[src/rtl/timer_pkg.sv]
// Register map, bit positions and flag structs shared by the timer CSR block.
// Holds no logic; only types and constants.
package timer_pkg;

    localparam logic [2:0] IDX_CR   = 3'd0;
    localparam logic [2:0] IDX_SR   = 3'd1;
    localparam logic [2:0] IDX_CMPR = 3'd2;
    localparam logic [2:0] IDX_CNTR = 3'd3;
    localparam logic [2:0] IDX_MCNT = 3'd4;

    localparam int CR_TRIGGER     = 0;
    localparam int CR_HALT        = 1;
    localparam int CR_SINGLE_SHOT = 2;
    localparam int CR_IRQ_EN      = 3;

    localparam int SR_ACTIVE  = 0;
    localparam int SR_MATCH   = 1;
    localparam int SR_OVERRUN = 2;

    typedef struct packed {
        logic irq_en;
        logic single_shot;
    } cr_t;

    typedef struct packed {
        logic overrun;
        logic match;
    } sr_t;

endpackage

[src/rtl/timer_csr_if.sv]
// Simple always-ready data bus: req/we/addr/wdata in, gnt/rvalid/rdata out.
// master = bus initiator, slave = register block.
interface timer_csr_if #(
    parameter int ADDR_WIDTH = 5
);
    logic                  req;
    logic                  we;
    logic [ADDR_WIDTH-1:0] addr;
    logic [31:0]           wdata;
    logic                  gnt;
    logic                  rvalid;
    logic [31:0]           rdata;

    modport master (
        output req, we, addr, wdata,
        input  gnt, rvalid, rdata
    );

    modport slave (
        input  req, we, addr, wdata,
        output gnt, rvalid, rdata
    );
endinterface

[src/rtl/timer_csr.sv]
// Control/status front-end for the timer core: decodes bus accesses into
// trigger/halt pulses, mode and compare value; keeps sticky match/overrun flags,
// a saturating match counter and a level interrupt.
// Ports: clk, rst_n (async low), bus (slave modport), irq,
//   tmr_trigger/tmr_halt/tmr_single_shot/tmr_compare to the core,
//   tmr_active/tmr_match/tmr_counter from the core.
module timer_csr
    import timer_pkg::*;
#(
    parameter int ADDR_WIDTH      = 5,
    parameter int MATCH_CNT_WIDTH = 16
) (
    input  logic        clk,
    input  logic        rst_n,
    timer_csr_if.slave  bus,
    output logic        irq,
    output logic        tmr_trigger,
    output logic        tmr_halt,
    output logic        tmr_single_shot,
    output logic [31:0] tmr_compare,
    input  logic        tmr_active,
    input  logic        tmr_match,
    input  logic [31:0] tmr_counter
);

    localparam int MW = MATCH_CNT_WIDTH;

    logic [2:0]    idx;
    logic          wr;
    logic          rd;
    logic          sel_cr;
    logic          sel_sr;
    logic          sel_cmpr;
    logic          sel_cntr;
    logic          sel_mcnt;

    cr_t           cr_q, cr_d;
    sr_t           sr_q, sr_d;
    logic [31:0]   cmpr_q, cmpr_d;
    logic [MW-1:0] mcnt_q, mcnt_d;
    logic          trig_q, trig_d;
    logic          halt_q, halt_d;
    logic          rvalid_q;
    logic [31:0]   rdata_q, rdata_d;
    logic          w1c_match;
    logic          w1c_ovr;
    logic          unused_addr;

    assign idx = bus.addr[4:2];
    assign wr  = bus.req & bus.we;
    assign rd  = bus.req & ~bus.we;

    // Byte-offset bits and any address bits above the map are don't-care.
    assign unused_addr = ^bus.addr;

    assign sel_cr   = (idx == IDX_CR);
    assign sel_sr   = (idx == IDX_SR);
    assign sel_cmpr = (idx == IDX_CMPR);
    assign sel_cntr = (idx == IDX_CNTR);
    assign sel_mcnt = (idx == IDX_MCNT);

    assign w1c_match = wr & sel_sr & bus.wdata[SR_MATCH];
    assign w1c_ovr   = wr & sel_sr & bus.wdata[SR_OVERRUN];

    always_comb begin
        cr_d    = cr_q;
        cmpr_d  = cmpr_q;
        mcnt_d  = mcnt_q;
        trig_d  = 1'b0;
        halt_d  = 1'b0;
        rdata_d = '0;

        if (wr && sel_cr) begin
            cr_d.single_shot = bus.wdata[CR_SINGLE_SHOT];
            cr_d.irq_en      = bus.wdata[CR_IRQ_EN];
            // Halt dominates a simultaneous trigger request.
            halt_d = bus.wdata[CR_HALT];
            trig_d = bus.wdata[CR_TRIGGER] & ~bus.wdata[CR_HALT];
        end

        if (wr && sel_cmpr) begin
            cmpr_d = bus.wdata;
        end

        // Set beats clear; overrun looks at MATCH as it was before this edge.
        sr_d.match   = (sr_q.match & ~w1c_match) | tmr_match;
        sr_d.overrun = (sr_q.overrun & ~w1c_ovr)
                     | (tmr_match & sr_q.match);

        if (wr && sel_mcnt) begin
            mcnt_d = tmr_match ? MW'(1) : '0;
        end else if (tmr_match && (mcnt_q != '1)) begin
            mcnt_d = mcnt_q + MW'(1);
        end

        unique case (1'b1)
            sel_cr: begin
                rdata_d[CR_SINGLE_SHOT] = cr_q.single_shot;
                rdata_d[CR_IRQ_EN]      = cr_q.irq_en;
            end
            sel_sr: begin
                rdata_d[SR_ACTIVE]  = tmr_active;
                rdata_d[SR_MATCH]   = sr_q.match;
                rdata_d[SR_OVERRUN] = sr_q.overrun;
            end
            sel_cmpr: rdata_d = cmpr_q;
            sel_cntr: rdata_d = tmr_counter;
            sel_mcnt: rdata_d = 32'(mcnt_q);
            default:  rdata_d = '0;
        endcase
    end

    always_ff @(posedge clk or negedge rst_n) begin
        if (!rst_n) begin
            cr_q     <= '0;
            sr_q     <= '0;
            cmpr_q   <= '0;
            mcnt_q   <= '0;
            trig_q   <= 1'b0;
            halt_q   <= 1'b0;
            rvalid_q <= 1'b0;
            rdata_q  <= '0;
        end else begin
            cr_q     <= cr_d;
            sr_q     <= sr_d;
            cmpr_q   <= cmpr_d;
            mcnt_q   <= mcnt_d;
            trig_q   <= trig_d;
            halt_q   <= halt_d;
            rvalid_q <= bus.req;
            rdata_q  <= rd ? rdata_d : '0;
        end
    end

    assign bus.gnt    = bus.req;
    assign bus.rvalid = rvalid_q;
    assign bus.rdata  = rdata_q;

    assign irq             = cr_q.irq_en & sr_q.match;
    assign tmr_trigger     = trig_q;
    assign tmr_halt        = halt_q;
    assign tmr_single_shot = cr_q.single_shot;
    assign tmr_compare     = cmpr_q;

endmodule

[src/flat_wrapper.sv]
// flat-port wrapper written by rule: the top's interface ports become plain ports
module timer_csr_flat import timer_pkg::*;
#(
    parameter int ADDR_WIDTH      = 5,
    parameter int MATCH_CNT_WIDTH = 16
)
  (clk, rst_n, irq, tmr_trigger, tmr_halt, tmr_single_shot, tmr_compare, tmr_active, tmr_match, tmr_counter, bus_req, bus_we, bus_addr, bus_wdata, bus_gnt, bus_rvalid, bus_rdata);
  timer_csr_if #(.ADDR_WIDTH(ADDR_WIDTH)) bus_i ();
  input  logic clk;
  input  logic rst_n;
  output logic irq;
  output logic tmr_trigger;
  output logic tmr_halt;
  output logic tmr_single_shot;
  output logic [31:0] tmr_compare;
  input  logic tmr_active;
  input  logic tmr_match;
  input  logic [31:0] tmr_counter;
  input wire logic [$bits(bus_i.req)-1:0] bus_req;
  input wire logic [$bits(bus_i.we)-1:0] bus_we;
  input wire logic [$bits(bus_i.addr)-1:0] bus_addr;
  input wire logic [$bits(bus_i.wdata)-1:0] bus_wdata;
  output wire logic [$bits(bus_i.gnt)-1:0] bus_gnt;
  output wire logic [$bits(bus_i.rvalid)-1:0] bus_rvalid;
  output wire logic [$bits(bus_i.rdata)-1:0] bus_rdata;
  assign bus_i.req = bus_req;
  assign bus_i.we = bus_we;
  assign bus_i.addr = bus_addr;
  assign bus_i.wdata = bus_wdata;
  assign bus_gnt = bus_i.gnt;
  assign bus_rvalid = bus_i.rvalid;
  assign bus_rdata = bus_i.rdata;
  timer_csr #(.ADDR_WIDTH(ADDR_WIDTH), .MATCH_CNT_WIDTH(MATCH_CNT_WIDTH)) u_core (.clk(clk), .rst_n(rst_n), .bus(bus_i), .irq(irq), .tmr_trigger(tmr_trigger), .tmr_halt(tmr_halt), .tmr_single_shot(tmr_single_shot), .tmr_compare(tmr_compare), .tmr_active(tmr_active), .tmr_match(tmr_match), .tmr_counter(tmr_counter));
endmodule
[config.mk]
export PLATFORM = sky130hd
export DESIGN_NAME = timer_csr_flat
export DESIGN_NICKNAME = d
export VERILOG_FILES = /design/src/rtl/timer_pkg.sv /design/src/rtl/timer_csr_if.sv /design/src/rtl/timer_csr.sv /design/src/flat_wrapper.sv
export SDC_FILE = /design/constraint.sdc
export NUM_CORES = 1
export LEC_CHECK = 0
export BUFFER_PORTS_ARGS = -buffer_cell sky130_fd_sc_hd__buf_2
export CAP_MARGIN = 10
export CORE_MARGIN = 2
export CORE_UTILIZATION = 49
export DETAILED_ROUTE_END_ITERATION = 10
export HOLD_SLACK_MARGIN = 0.03
export PLACE_DENSITY_LB_ADDON = 0.1
export SLEW_MARGIN = 0
export SYNTH_ARGS = -nofsm -noshare
export SYNTH_HDL_FRONTEND = slang
export SYNTH_SLANG_ARGS = --single-unit
[constraint.sdc]
create_clock -name clk -period 2.1 [get_ports clk]
set_clock_uncertainty 0.15 [all_clocks]
set_input_delay 0.42 -clock clk [delete_from_list [all_inputs] [get_ports clk]]
set_output_delay 0.42 -clock clk [all_outputs]
set_load 0.05 [all_outputs]
# Word-level counts from Yosys, hierarchy flattened
# Cells that the tools add are included.
dict set report op_classes {
  n_div 0
  bitwise_logic 16
  magnitude_cmp 0
  muxes 10
  shifts 0
  eq_ne 5
  reduce_logical 6
  mul 0
  add_sub_neg 1
}
# operator count
set ops {}
lappend ops {{$pmux 28 s3} 1}
lappend ops {{$mux 16} 2}
lappend ops {{$mux 32} 1}
lappend ops {{$add 16x1->16 const B} 1}
lappend ops {{$ne 16x16->1 const B} 1}
lappend ops {{$and 1x1->1} 10}
lappend ops {{$pmux 2 s4} 1}
lappend ops {{$eq 3x2->1 const B} 2}
lappend ops {{$pmux 1 s5} 1}
lappend ops {{$logic_and 1x1->1} 4}
lappend ops {{$not 1->1} 4}
lappend ops {{$pmux 1 s4} 1}
lappend ops {{$eq 3x1->1 const B} 1}
lappend ops {{$eq 3x3->1 const B} 1}
lappend ops {{$logic_not 3->1} 1}
lappend ops {{$mux 1} 3}
lappend ops {{$or 1x1->1} 2}
lappend ops {{$reduce_bool 2->1} 1}
dict set report totals {
  word_cells 48
  ramBits 0
  n_memories 0
  latch_bits 0
  romBits 0
  register_bits 87
  inputBits 75
}

# Logic depth before layout (Yosys ltp)
# Gate-level depths: netlist (run 1).
dict set report logic_depth {
  word_depth 6
  mapped_depth 7
}

# Worst setup path after synthesis (run 1)
# Ideal clock, no wire load.
dict set report synth_path {
  kind {input to register}
  from {input port bus_addr[3]}
  to {register u_core.cmpr_q[10] (netlist: u_core.tmr_compare[10])}
  path_stages 5
  t_arrival_ns 1.781
  setup_slack_ns 0.044
  setup_time_ns 0.125
  required_ns 1.825
  path_buffers 2
  cell_sequence {buf_2 nor2b_1 nor3b_1 buf_2 mux2_2}
}
dict set report synth_via {
  elab_chain_cells 2
}
# item line
set synth_lines {}
lappend synth_lines {{start, declared} flat_wrapper.sv:21} ;# input wire logic [$bits(bus_i.addr)-1:0] bus_addr;
lappend synth_lines {{$eq 3x2->1} timer_csr.sv:58} ;# assign sel_cmpr = (idx == IDX_CMPR);
lappend synth_lines {{$logic_and 1x1->1} timer_csr.sv:81} ;# if (wr && sel_cmpr) begin
lappend synth_lines {{end signal, assigned} timer_csr.sv:126} ;# cmpr_q <= cmpr_d;
lappend synth_lines {{end, declared} timer_csr.sv:39} ;# logic [31:0] cmpr_q, cmpr_d;
# Every way passes these cells.
# A chain may end at the register's enable or synchronous reset.

# Final worst setup path (run 1)
dict set report layout_path {
  from {register u_core.mcnt_q[0]}
  to {register u_core.mcnt_q[10]}
}
dict set report layout_via {
  elab_chain_cells 3
  word_cells_on_any_way 6
  cone_classes {1 x add/sub; 1 x eq/ne; 2 x mux; 2 x reduce/logical}
}
# item line
set layout_lines {}
lappend layout_lines {{start, declared} timer_csr.sv:40} ;# logic [MW-1:0] mcnt_q, mcnt_d;
lappend layout_lines {{start signal, assigned} timer_csr.sv:127} ;# mcnt_q <= mcnt_d;
lappend layout_lines {{$add 16x1->16 or $ne 16x16->1 (tied branches)} {timer_csr.sv:93, timer_csr.sv:92}}
lappend layout_lines {{$mux 16 or $logic_and 1x1->1 (tied branches)} timer_csr.sv:92} ;# end else if (tmr_match && (mcnt_q != '1)) begin
lappend layout_lines {{$mux 16 or $reduce_bool 2->1 (tied branches)} n/a}
# Parallel ways exist; a longest one is shown, timed or not. The select of a mux whose other input is x is not followed.

==> results of run 1 <==
worst max-delay path, stage by stage, from the launching register on:
cell,delay (ps)
dfrtp_1,420
ha_1,220
nand4_1,240
or3_1,440
or3_1,310
a21oi_1,150
flip-flops by register name, summed over array words and instances (netlist names):
name and flops:
u_core.tmr_single_shot 1, u_core.tmr_halt 1, u_core.bus.rvalid 1, u_core.cr_q 1, u_core.bus.rdata 32, u_core.tmr_trigger 1, u_core.mcnt_q 16, u_core.tmr_compare 32
u_core.sr_q 2
through the flow:
| step | hold WS, ps | setup TNS [ps] | cells | utilization |
|---|---|---|---|---|
| global placement | 192 | 0 | 571 | 0.626 |
| CTS | 69.9 | 0 | 587 | 0.652 |
| global route | 81.6 | -78.7 | 587 | 0.653 |
| floorplan | -25.6 | 0 | 326 | - |
| detailed placement | 191 | 0 | 571 | 0.626 |
| finish | 86.7 | 0 | 587 | 0.653 |
cell usage in the layout (no fill, tap or decap), types with 9 or more instances in the layout:
cell       count
nand3_1        9
buf_4         19
or3_1         11
a22oi_1       13
a21oi_1       15
mux2_2        35
a2bb2oi_1     13
clkbuf_8       9
o21ai_0        9
nand2_1       11
nor2_1        33
dfrtp_1       86
buf_2        141
mux2i_1       21
repair_timing:
item / CTS / global route
hold endpoints to repair: 24 / 0
endpoints found under the setup margin: 0 / 3
setup buffers: 0 / 0
hold buffers: 1 / 0
gates resized for setup: 0 / 1
final cells by class:
| type | instances | area share |
|---|---|---|
| sequential | 87 | 0.436 |
| multi-input combinational | 219 | 0.318 |
| timing repair buffer | 163 | 0.180 |
| clock buffer | 9 | 0.0248 |
| inverter | 1 | 0.000752 |
| clock inverter | 6 | 0.0140 |
| tap | 102 | 0.0256 |
power groups by stage:
stage          logic, mW  registers [mW]  clock network [mW]
2_1_floorplan      0.373            2.63                   0
3_3_place_gp        1.30            2.09                   0
3_5_place_dp        1.32            2.11                   0
4_1_cts             1.32            2.07                1.17
5_1_grt             1.39            2.11                1.24
6_report            1.31            2.07                1.14
cells by family (layout without fill, tap and decap cells):
| kind of cell | count (synthesis) | count (layout) | synth area share |
|---|---|---|---|
| multiplexers | 56 | 56 | 0.157 |
| AO/OA/AOI/OAI | 65 | 65 | 0.119 |
| flip-flops | 87 | 87 | 0.566 |
| adder cells (fa/ha/maj) | 1 | 1 | 0.00325 |
| buffers and inverters | 20 | 179 | 0.0221 |
| AND/OR/NAND/NOR | 97 | 97 | 0.132 |
worst paths after layout:
check	start	end	slack, ps
setup reg to reg	u_core.mcnt_q[0]	u_core.mcnt_q[10]	100
setup / recovery	u_core.mcnt_q[0]	u_core.mcnt_q[10]	100
hold reg to reg	u_core.sr_q[1]	u_core.sr_q[1]	370
hold / removal	bus_req	u_core.bus.rvalid	90
min in group asynchronous	rst_n	u_core.tmr_halt	360
max in group asynchronous	rst_n	u_core.mcnt_q[4]	880
routing by layer:
metal	track usage	up-vias
met5	0	-
met4	0.0858	0
met3	0.0277	13
met2	0.359	109
met1	0.323	1523
li1	-	1501
==> summary.txt, run 1 <==
Status
  – Status: finished clean

Pwr
  – Share of power burned in registers: 0.458
  – Maximum vdd drop: 0.000539 V
  – LEAKAGE: 2.48 nW
  – NetSw: 1.68 mW
  – Net Sw Frac: 0.371
  – Pwr/cell area: 907 mW/mm²
  – Logic pwr share: 0.290
  – Clock network power share: 0.253
  – Power Internal: 2.85 mW
  – Power Total: 4.53 mW

Clocking
  – Root Buffer: clkbuf_8
  – Clk slew on worst S/H paths: 90 ps
  – CTS Sinks: 87
  – Cts bufs inserted: 9
  – CTS max path bufs: 2
  – H-Tree Depth: 3
  – CTS tree: built
  – Worst-Skew Late Latency: 350 ps

Detailed routing
  – ANT nets after route: 0
  – Routed len/inst: 16.1 µm
  – DRC violations left: 0
  – Drt pass-1 iters: 4
  – Vias per inst: 5.36
  – Top Metal Used: met4
  – Final WL: 9.43 mm
  – Routed wl met2: 4.50 mm
  – Vias after detailed routing: 3146
  – Starting DRC count in detailed routing: 117
  – Routed wl met3: 560 µm
  – Wl on met1: 4.21 mm

Placement
  – Setup WS pre-CTS: 85.8 ps
  – Count of input and output buffers: 142
  – DP Area: 0.00479 mm²
  – Routability cong.: 0.807
  – HPWL after DPL: 7.02 mm

Die
  – Site Rows: 32
  – Die Width: 92.6 µm
  – Die height: 92.6 µm
  – Full die area: 0.00857 mm²
  – Io pins: 145
  – Core box area: 0.00765 mm²
  – Initial Util: 0.503

Final layout
  – Fillers: 614
  – Layout cells sized above 1: 0.449
  – Nets@finish: 557
  – Diode count: 0
  – Design area: 0.00499 mm²
  – Register area: 0.00218 mm²
  – Area of the multi-input gates: 0.00159 mm²
  – Area delta synth->final: 29.8%

Worst setup path
  – Worst Path Max Fanout: 5
  – Critical Path RT: 2220 ps
  – Crit path kind: reg -> reg
  – Critical path endpoint category: flop
  – Startpoint Class: flop
  – Worst EP arrival: 2120 ps
  – Worst Reg-to-Reg Cells: 5

Synthesis
  – Ys async rst share: 1.00
  – Cells after synthesis: 326
  – Post-synth EDFFs: 0
  – Primary FF master, synth: dfrtp_1
  – Synth area leaders: dfrtp_1, mux2_2, mux2i_1, nor2_1, a2bb2oi_1
  – Biggest area consumer among synthesized cells: dfrtp_1
  – Count leader, synth: dfrtp_1
  – Post-synth cell types: 42
  – Commonest cells in the synthesized netlist: dfrtp_1, mux2_2, nor2_1
  – Syn nets: 402
  – Sequential area share after synthesis: 0.566
  – Post-Syn Area: 0.00385 mm²
  – Ys Warns: 0
  – Syn_area_per_cell: 11.8 µm²
  – Top cell type's share of synthesized area: 0.566
  – Post-synthesis register bit count: 87

Timing
  – Unrepaired setup endpoints after global routing: yes
  – Final min period: 2000 ps
  – Slew headroom: 0.412
  – Setup WS post-layout: 104 ps
  – Fin crit share: 0.951
  – F_max: 501 MHz
  – Final hold vios: 0
  – Slew Limit Fails: 0
  – Actual slew at the worst max-slew pin: 880 ps
  – Final setup viols: 0

Hold path
  – Worst Hold Depth: 1
  – Min-delay worst type: in -> reg

Global routing
  – Congestion Overflow GR: 0
  – Total Routing Usage GR: 0.227
  – Initial antenna violation count: 0
  – First-pass GRT wire length: 15.2 mm
  – Largest net degree at the start of global routing: 46
  – Vias in the first global route: 3081

Flow run
  – Max-Cap Viols: 0
Power figures use the tool's default switching activity.
==> run 2, diff against run 1 <==
Settings changed: ABC_AREA from default to 1, HOLD_SLACK_MARGIN 0.03 to default.
==> summary.txt, run 2 <==
Die
  – Initial Util: 0.507 (was 0.503)
  – Full die area: 0.00876 mm² (was 0.00857 mm²)
  – Die height: 93.6 µm (was 92.6 µm)
  – Io pins: 145 (unchanged)
  – Die Width: 93.6 µm (was 92.6 µm)
  – Core box area: 0.00777 mm² (was 0.00765 mm²)
  – Site Rows: 32 (unchanged)

Worst setup path
  – Startpoint Class: flop (unchanged)
  – CP cell instances: ha_1, nand2_1, nor2_2, nand2_4, o21ai_4, nand2_4, nand2_1, nand2_1 (was ha_1, nand4_1, or3_1, or3_1, a21oi_1)
  – CP most frequent cell: nand2_1 (was or3_1)
  – Crit path kind: reg -> reg (unchanged)
  – Largest stage delay, worst path: 400 ps (was 440 ps)
  – Crit-path slowest cell: dfrtp_1 (was or3_1)
  – CP Buf/Inv Count: 0 (unchanged)
  – CP top delay family: simple AND/OR/NAND/NOR gates (unchanged)
  – Critical Path RT: 2200 ps (was 2220 ps)
  – Worst EP arrival: 2040 ps (was 2120 ps)
  – Critical path endpoint category: flop (unchanged)
  – Worst Path Max Fanout: 10 (was 5)

Global routing
  – Largest net degree at the start of global routing: 51 (was 46)
  – Total Routing Usage GR: 0.236 (was 0.227)
  – Vias in the first global route: 3386 (was 3081)
  – Initial antenna violation count: 0 (unchanged)
  – First-pass GRT wire length: 16.2 mm (was 15.2 mm)
  – Congestion Overflow GR: 0 (unchanged)

Clocking
  – H-Tree Depth: 3 (unchanged)
  – Worst-Skew Late Latency: 350 ps (about the same)
  – CTS max path bufs: 2 (unchanged)
  – CTS tree: built (unchanged)
  – Clk slew on worst S/H paths: 90 ps (about the same)
  – Root Buffer: clkbuf_8 (unchanged)
  – Cts bufs inserted: 9 (unchanged)
  – CTS Sinks: 87 (unchanged)

Synthesis
  – Post-synth EDFFs: 0 (unchanged)
  – Post-synthesis register bit count: 87 (unchanged)
  – Largest family of logic cells by synthesized area: simple AND/OR/NAND/NOR gates (was multiplexers)
  – Simple-Gate Fraction of Synth Area: 0.213 (was 0.132)
  – Primary FF master, synth: dfrtp_1 (unchanged)
  – Complex-gate fraction of the synthesized area: 0.0979 (was 0.119)
  – Top cell type's share of synthesized area: 0.553 (was 0.566)
  – Cells after synthesis: 425 (was 326)
  – Syn_area_per_cell: 9.26 µm² (was 11.8 µm²)
  – Synth area leaders: dfrtp_1, nand2_1, mux2_2, nor2_1, a22oi_1 (was dfrtp_1, mux2_2, mux2i_1, nor2_1, a2bb2oi_1)
  – Mux contribution to synthesized area: 0.0801 (was 0.157)
  – Ys Warns: 0 (unchanged)
  – Sequential area share after synthesis: 0.553 (was 0.566)
  – Synth Area in Adders: 0.00318 (was 0.00325)
  – Xor-xnor portion of the synthesized cell area: 0.00445 (was 0)
  – Commonest cells in the synthesized netlist: nand2_1, dfrtp_1, nor2_1 (was dfrtp_1, mux2_2, nor2_1)
  – Count leader, synth: nand2_1 (was dfrtp_1)
  – Biggest area consumer among synthesized cells: dfrtp_1 (unchanged)
  – Post-synth cell types: 28 (was 42)
  – Syn nets: 501 (was 402)
  – Post-Syn Area: 0.00394 mm² (was 0.00385 mm²)
  – Ys async rst share: 1.00 (unchanged)

Final layout
  – Nets@finish: 653 (was 557)
  – Design area: 0.00507 mm² (was 0.00499 mm²)
  – Share of the core filled with cells: 0.653 (about the same)
  – Most common cell after layout, fill and taps aside: buf_2 (unchanged)
  – Area delta synth->final: 28.9% (was 29.8%)
  – Post-route insts no fill: 684 (was 587)
  – Layout cells sized above 1: 0.364 (was 0.449)
  – Most frequent cells in the layout: buf_2, nand2_1, dfrtp_1 (was buf_2, dfrtp_1, mux2_2)
  – Diode count: 0 (unchanged)

Status
  – Status: finished clean (unchanged)

Timing
  – Setup_tns: 0 ps (unchanged)
  – Final min period: 1930 ps (was 2000 ps)
  – Final setup viols: 0 (unchanged)
  – Slew headroom: 0.559 (was 0.412)
  – Final hold vios: 0 (unchanged)
  – Unrepaired setup endpoints after global routing: no (was yes)
  – Slew Limit Fails: 0 (unchanged)
  – Actual slew at the worst max-slew pin: 661 ps (was 880 ps)
  – Setup WS post-layout: 167 ps (was 104 ps)
  – Hold_ws: 75.0 ps (was 86.7 ps)
  – F_max: 517 MHz (was 501 MHz)
  – Fin crit share: 0.921 (was 0.951)

Hold path
  – Min-delay worst type: in -> reg (unchanged)

Detailed routing
  – Starting DRC count in detailed routing: 129 (was 117)
  – Vias per inst: 5.29 (was 5.36)
  – Final WL: 10.3 mm (was 9.43 mm)
  – Drt pass-1 iters: 4 (unchanged)
  – DRC violations left: 0 (unchanged)
  – Routed len/inst: 15.0 µm (was 16.1 µm)
  – ANT nets after route: 0 (unchanged)
  – Vias after detailed routing: 3621 (was 3146)

Pwr
  – Pwr/cell area: 926 mW/mm² (was 907 mW/mm²)
  – LEAKAGE: 2.64 nW (was 2.48 nW)
  – Maximum vdd drop: 0.000396 V (was 0.000539 V)
  – Power Total: 4.70 mW (was 4.53 mW)

Placement
  – Routability cong.: 0.849 (was 0.807)
  – DP Area: 0.00483 mm² (was 0.00479 mm²)
  – Placed Cells: 666 (was 571)
  – Count of input and output buffers: 142 (unchanged)
  – Setup WS pre-CTS: 180 ps (was 85.8 ps)
  – HPWL after DPL: 7.52 mm (was 7.02 mm)

Flow run
  – Max-Cap Viols: 0 (unchanged)
[run 2: cell type report]
class	count	area (µm²)
fill	660	2700
sequential	87	2180
multi-input combinational	291	1570
timing repair buffer	159	868
clock buffer	10	128
tap	102	128
inverter	29	109
clock inverter	6	92.6
[run 2: power breakdown]
part           leakage (nW)  internal [mW]  switching [mW]
Sequential             1.13           1.89           0.183
Clock                 0.104          0.679           0.614
Combinational          1.41          0.378           0.956
[run 2: what timing repair did]
action	CTS	global route
endpoints found under the setup margin	0	1
buffers inserted	0	1
hold buffers	1	0
gates resized for setup	0	0
endpoints found under the hold margin	47	0
[run 2: final timing paths]
| kind | startpoint | endpoint | slack [ps] | depth (start not counted) |
|---|---|---|---|---|
| worst max-delay path | u_core.mcnt_q[1] | u_core.mcnt_q[5] | 170 | 8 |
| worst min-delay path | bus_wdata[1] | u_core.tmr_trigger | 70 | 2 |
| worst max register to register | u_core.mcnt_q[1] | u_core.mcnt_q[5] | 170 | 8 |
| worst min register to register | u_core.sr_q[1] | u_core.sr_q[1] | 360 | 2 |
| max in group asynchronous | rst_n | u_core.tmr_compare[16] | 720 | 3 |
| min in group asynchronous | rst_n | u_core.bus.rdata[13] | 490 | 2 |
[run 2: cell families after synthesis]
logic type	Yosys count
and+or+nand+nor	198
DFF	87
AOI/OAI and AO/OA	62
buffers and inverters	47
muxes	28
xor gates and xnor gates	2
adders and majority gates	1
[run 2: metal layers]
metal	up-vias	global-route usage	share of wire
met3	21	0.0419	0.059
met4	0	0.0930	0.025
met1	1760	0.317	0.43
li1	1713	-	-
met5	-	0	0
met2	127	0.383	0.48
==> run 3, diff against run 2 <==
Settings changed: CORE_MARGIN 2 to 1, SKIP_LAST_GASP from default to 1.
==> summary.txt, run 3 (synthesized netlist as in run 2, its figures left out) <==
Status
  – Status: finished clean (unchanged)

Worst setup path
  – Worst EP arrival: 2030 ps (was 2040 ps)
  – Crit-path slowest cell: dfrtp_1 (unchanged)
  – CP Buf/Inv Count: 0 (unchanged)
  – CP top delay family: simple AND/OR/NAND/NOR gates (unchanged)
  – Startpoint Class: flop (unchanged)
  – Critical Path RT: 2200 ps (about the same)
  – Worst Reg-to-Reg Cells: 8 (unchanged)
  – Largest stage delay, worst path: 400 ps (about the same)
  – Reg2reg end: u_core.mcnt_q[5] (unchanged)
  – CP most frequent cell: nand2_1 (unchanged)
  – Crit path kind: reg -> reg (unchanged)
  – Critical path endpoint category: flop (unchanged)
  – CP cell instances: ha_1, nand2_1, nor2_2, nand2_4, o21ai_4, nand2_4, nand2_1, nand2_1 (unchanged)
  – Worst Path Max Fanout: 10 (unchanged)
  – R2R Path Start: u_core.mcnt_q[1] (unchanged)
  – Reg-to-reg slack, setup: 170 ps (about the same)

Clocking
  – CTS max path bufs: 2 (unchanged)
  – Clk slew on worst S/H paths: 80 ps (was 90 ps)
  – Cts bufs inserted: 9 (unchanged)
  – CTS tree: built (unchanged)
  – CTS Sinks: 87 (unchanged)
  – Setup bufs post-CTS: 0 (unchanged)
  – Root Buffer: clkbuf_8 (unchanged)
  – Worst-Skew Late Latency: 360 ps (was 350 ps)
  – H-Tree Depth: 3 (unchanged)

Timing
  – Actual slew at the worst max-slew pin: 438 ps (was 661 ps)
  – Setup_tns: 0 ps (unchanged)
  – Slew Limit Fails: 0 (unchanged)
  – Setup WS post-layout: 169 ps (was 167 ps)
  – Final min period: 1930 ps (about the same)
  – Final setup viols: 0 (unchanged)
  – F_max: 518 MHz (was 517 MHz)
  – Unrepaired setup endpoints after global routing: no (unchanged)
  – Fin crit share: 0.919 (was 0.921)
  – Slew headroom: 0.706 (was 0.559)
  – Final hold vios: 0 (unchanged)

Pwr
  – Maximum vdd drop: 0.000342 V (was 0.000396 V)
  – LEAKAGE: 2.61 nW (was 2.64 nW)
  – Pwr/cell area: 887 mW/mm² (was 926 mW/mm²)
  – Power Total: 4.44 mW (was 4.70 mW)

Detailed routing
  – Routed len/inst: 14.9 µm (was 15.0 µm)
  – Starting DRC count in detailed routing: 149 (was 129)
  – Vias after detailed routing: 3478 (was 3621)
  – ANT nets after route: 0 (unchanged)
  – DRC violations left: 0 (unchanged)
  – Final WL: 10.2 mm (was 10.3 mm)
  – Vias per inst: 5.10 (was 5.29)
  – Drt pass-1 iters: 4 (unchanged)

Final layout
  – Area delta synth->final: 27.2% (was 28.9%)
  – Most common cell after layout, fill and taps aside: buf_2 (unchanged)
  – Design area: 0.00501 mm² (was 0.00507 mm²)
  – Nets@finish: 651 (was 653)
  – Area of the multi-input gates: 0.00157 mm² (unchanged)
  – Diode count: 0 (unchanged)
  – Register area: 0.00218 mm² (unchanged)
  – Layout cells sized above 1: 0.362 (was 0.364)
  – Fillers: 680 (was 660)
  – Share of the core filled with cells: 0.648 (was 0.653)
  – Most frequent cells in the layout: buf_2, nand2_1, dfrtp_1 (unchanged)

Hold path
  – Worst Hold Depth: 2 (unchanged)
  – Min-delay worst type: in -> reg (unchanged)
  – Hold Crit Start: bus_wdata[1] (unchanged)
  – Hold path endpoint: u_core.tmr_trigger (unchanged)

Global routing
  – Initial antenna violation count: 0 (unchanged)
  – Total Routing Usage GR: 0.251 (was 0.236)
  – First-pass GRT wire length: 16.2 mm (about the same)
  – Vias in the first global route: 3277 (was 3386)
  – Largest net degree at the start of global routing: 45 (was 51)
  – Congestion Overflow GR: 0 (unchanged)

Placement
  – Count of input and output buffers: 142 (unchanged)
  – Routability cong.: 0.888 (was 0.849)
  – DP Area: 0.00483 mm² (about the same)
  – HPWL after DPL: 7.53 mm (was 7.52 mm)
  – Setup WS pre-CTS: 196 ps (was 180 ps)

Die
  – Full die area: 0.00839 mm² (was 0.00876 mm²)
  – Site Rows: 32 (unchanged)
  – Initial Util: 0.509 (was 0.507)
  – Die Width: 91.6 µm (was 93.6 µm)
  – Core box area: 0.00773 mm² (was 0.00777 mm²)
  – Io pins: 145 (unchanged)
  – Die height: 91.6 µm (was 93.6 µm)

Flow run
  – Max-Cap Viols: 0 (unchanged)
## run 3: cell count changes in the layout (fill, tap and decap cells not counted), sizes merged
cell    previous run  this run
bufinv             2         0
buf              158       156
clkinv             0         2
## run 3: how the worst max path moves through the flow
stage,start,to,cells after the start
after floorplan,u_core.mcnt_q[0],u_core.mcnt_q[5],8
after detailed placement,u_core.mcnt_q[1],u_core.mcnt_q[7],8
after global placement,u_core.mcnt_q[1],u_core.mcnt_q[5],8
final,u_core.mcnt_q[1],u_core.mcnt_q[5],8
after global routing,u_core.mcnt_q[1],u_core.mcnt_q[5],8
after CTS,u_core.mcnt_q[1],u_core.mcnt_q[5],8
## run 3: timing repair
item	CTS	global route
hold endpoints to repair	26	0
hold buffers	1	0
resized for setup	0	0
## run 3: stage by stage
step / hold WS, ps / instances
after floorplan: -25.6 / 425
after CTS: 66.5 / 682
after detailed placement: 216 / 665
after global routing: 69.1 / 682
after global placement: 211 / 665
final: 76.2 / 682
## run 3: metal layers
| layer | global-route usage | vias to the layer above | routed length, µm |
|---|---|---|---|
| li1 | - | 1708 | - |
| met1 | 0.346 | 1643 | 4580 |
| met4 | 0.0939 | 0 | 170 |
| met5 | 0 | - | 0 |
| met2 | 0.397 | 111 | 4820 |
| met3 | 0.0456 | 16 | 579 |
## run 3: power breakdown
part	leakage (nW)	total (mW)	internal, mW	switching (mW)
logic	1.40	1.33	0.378	0.955
clock network	0.0831	1.05	0.434	0.614
registers	1.13	2.06	1.89	0.175
## run 3: final cells by class
cell class              count  share of cell area
repair buffers            157               0.170
well taps                 102              0.0255
multi-input cells         291               0.314
flip-flops and latches     87               0.435
inverters                  29              0.0217
clock inverters             6             0.00850
clock buffers              10              0.0255
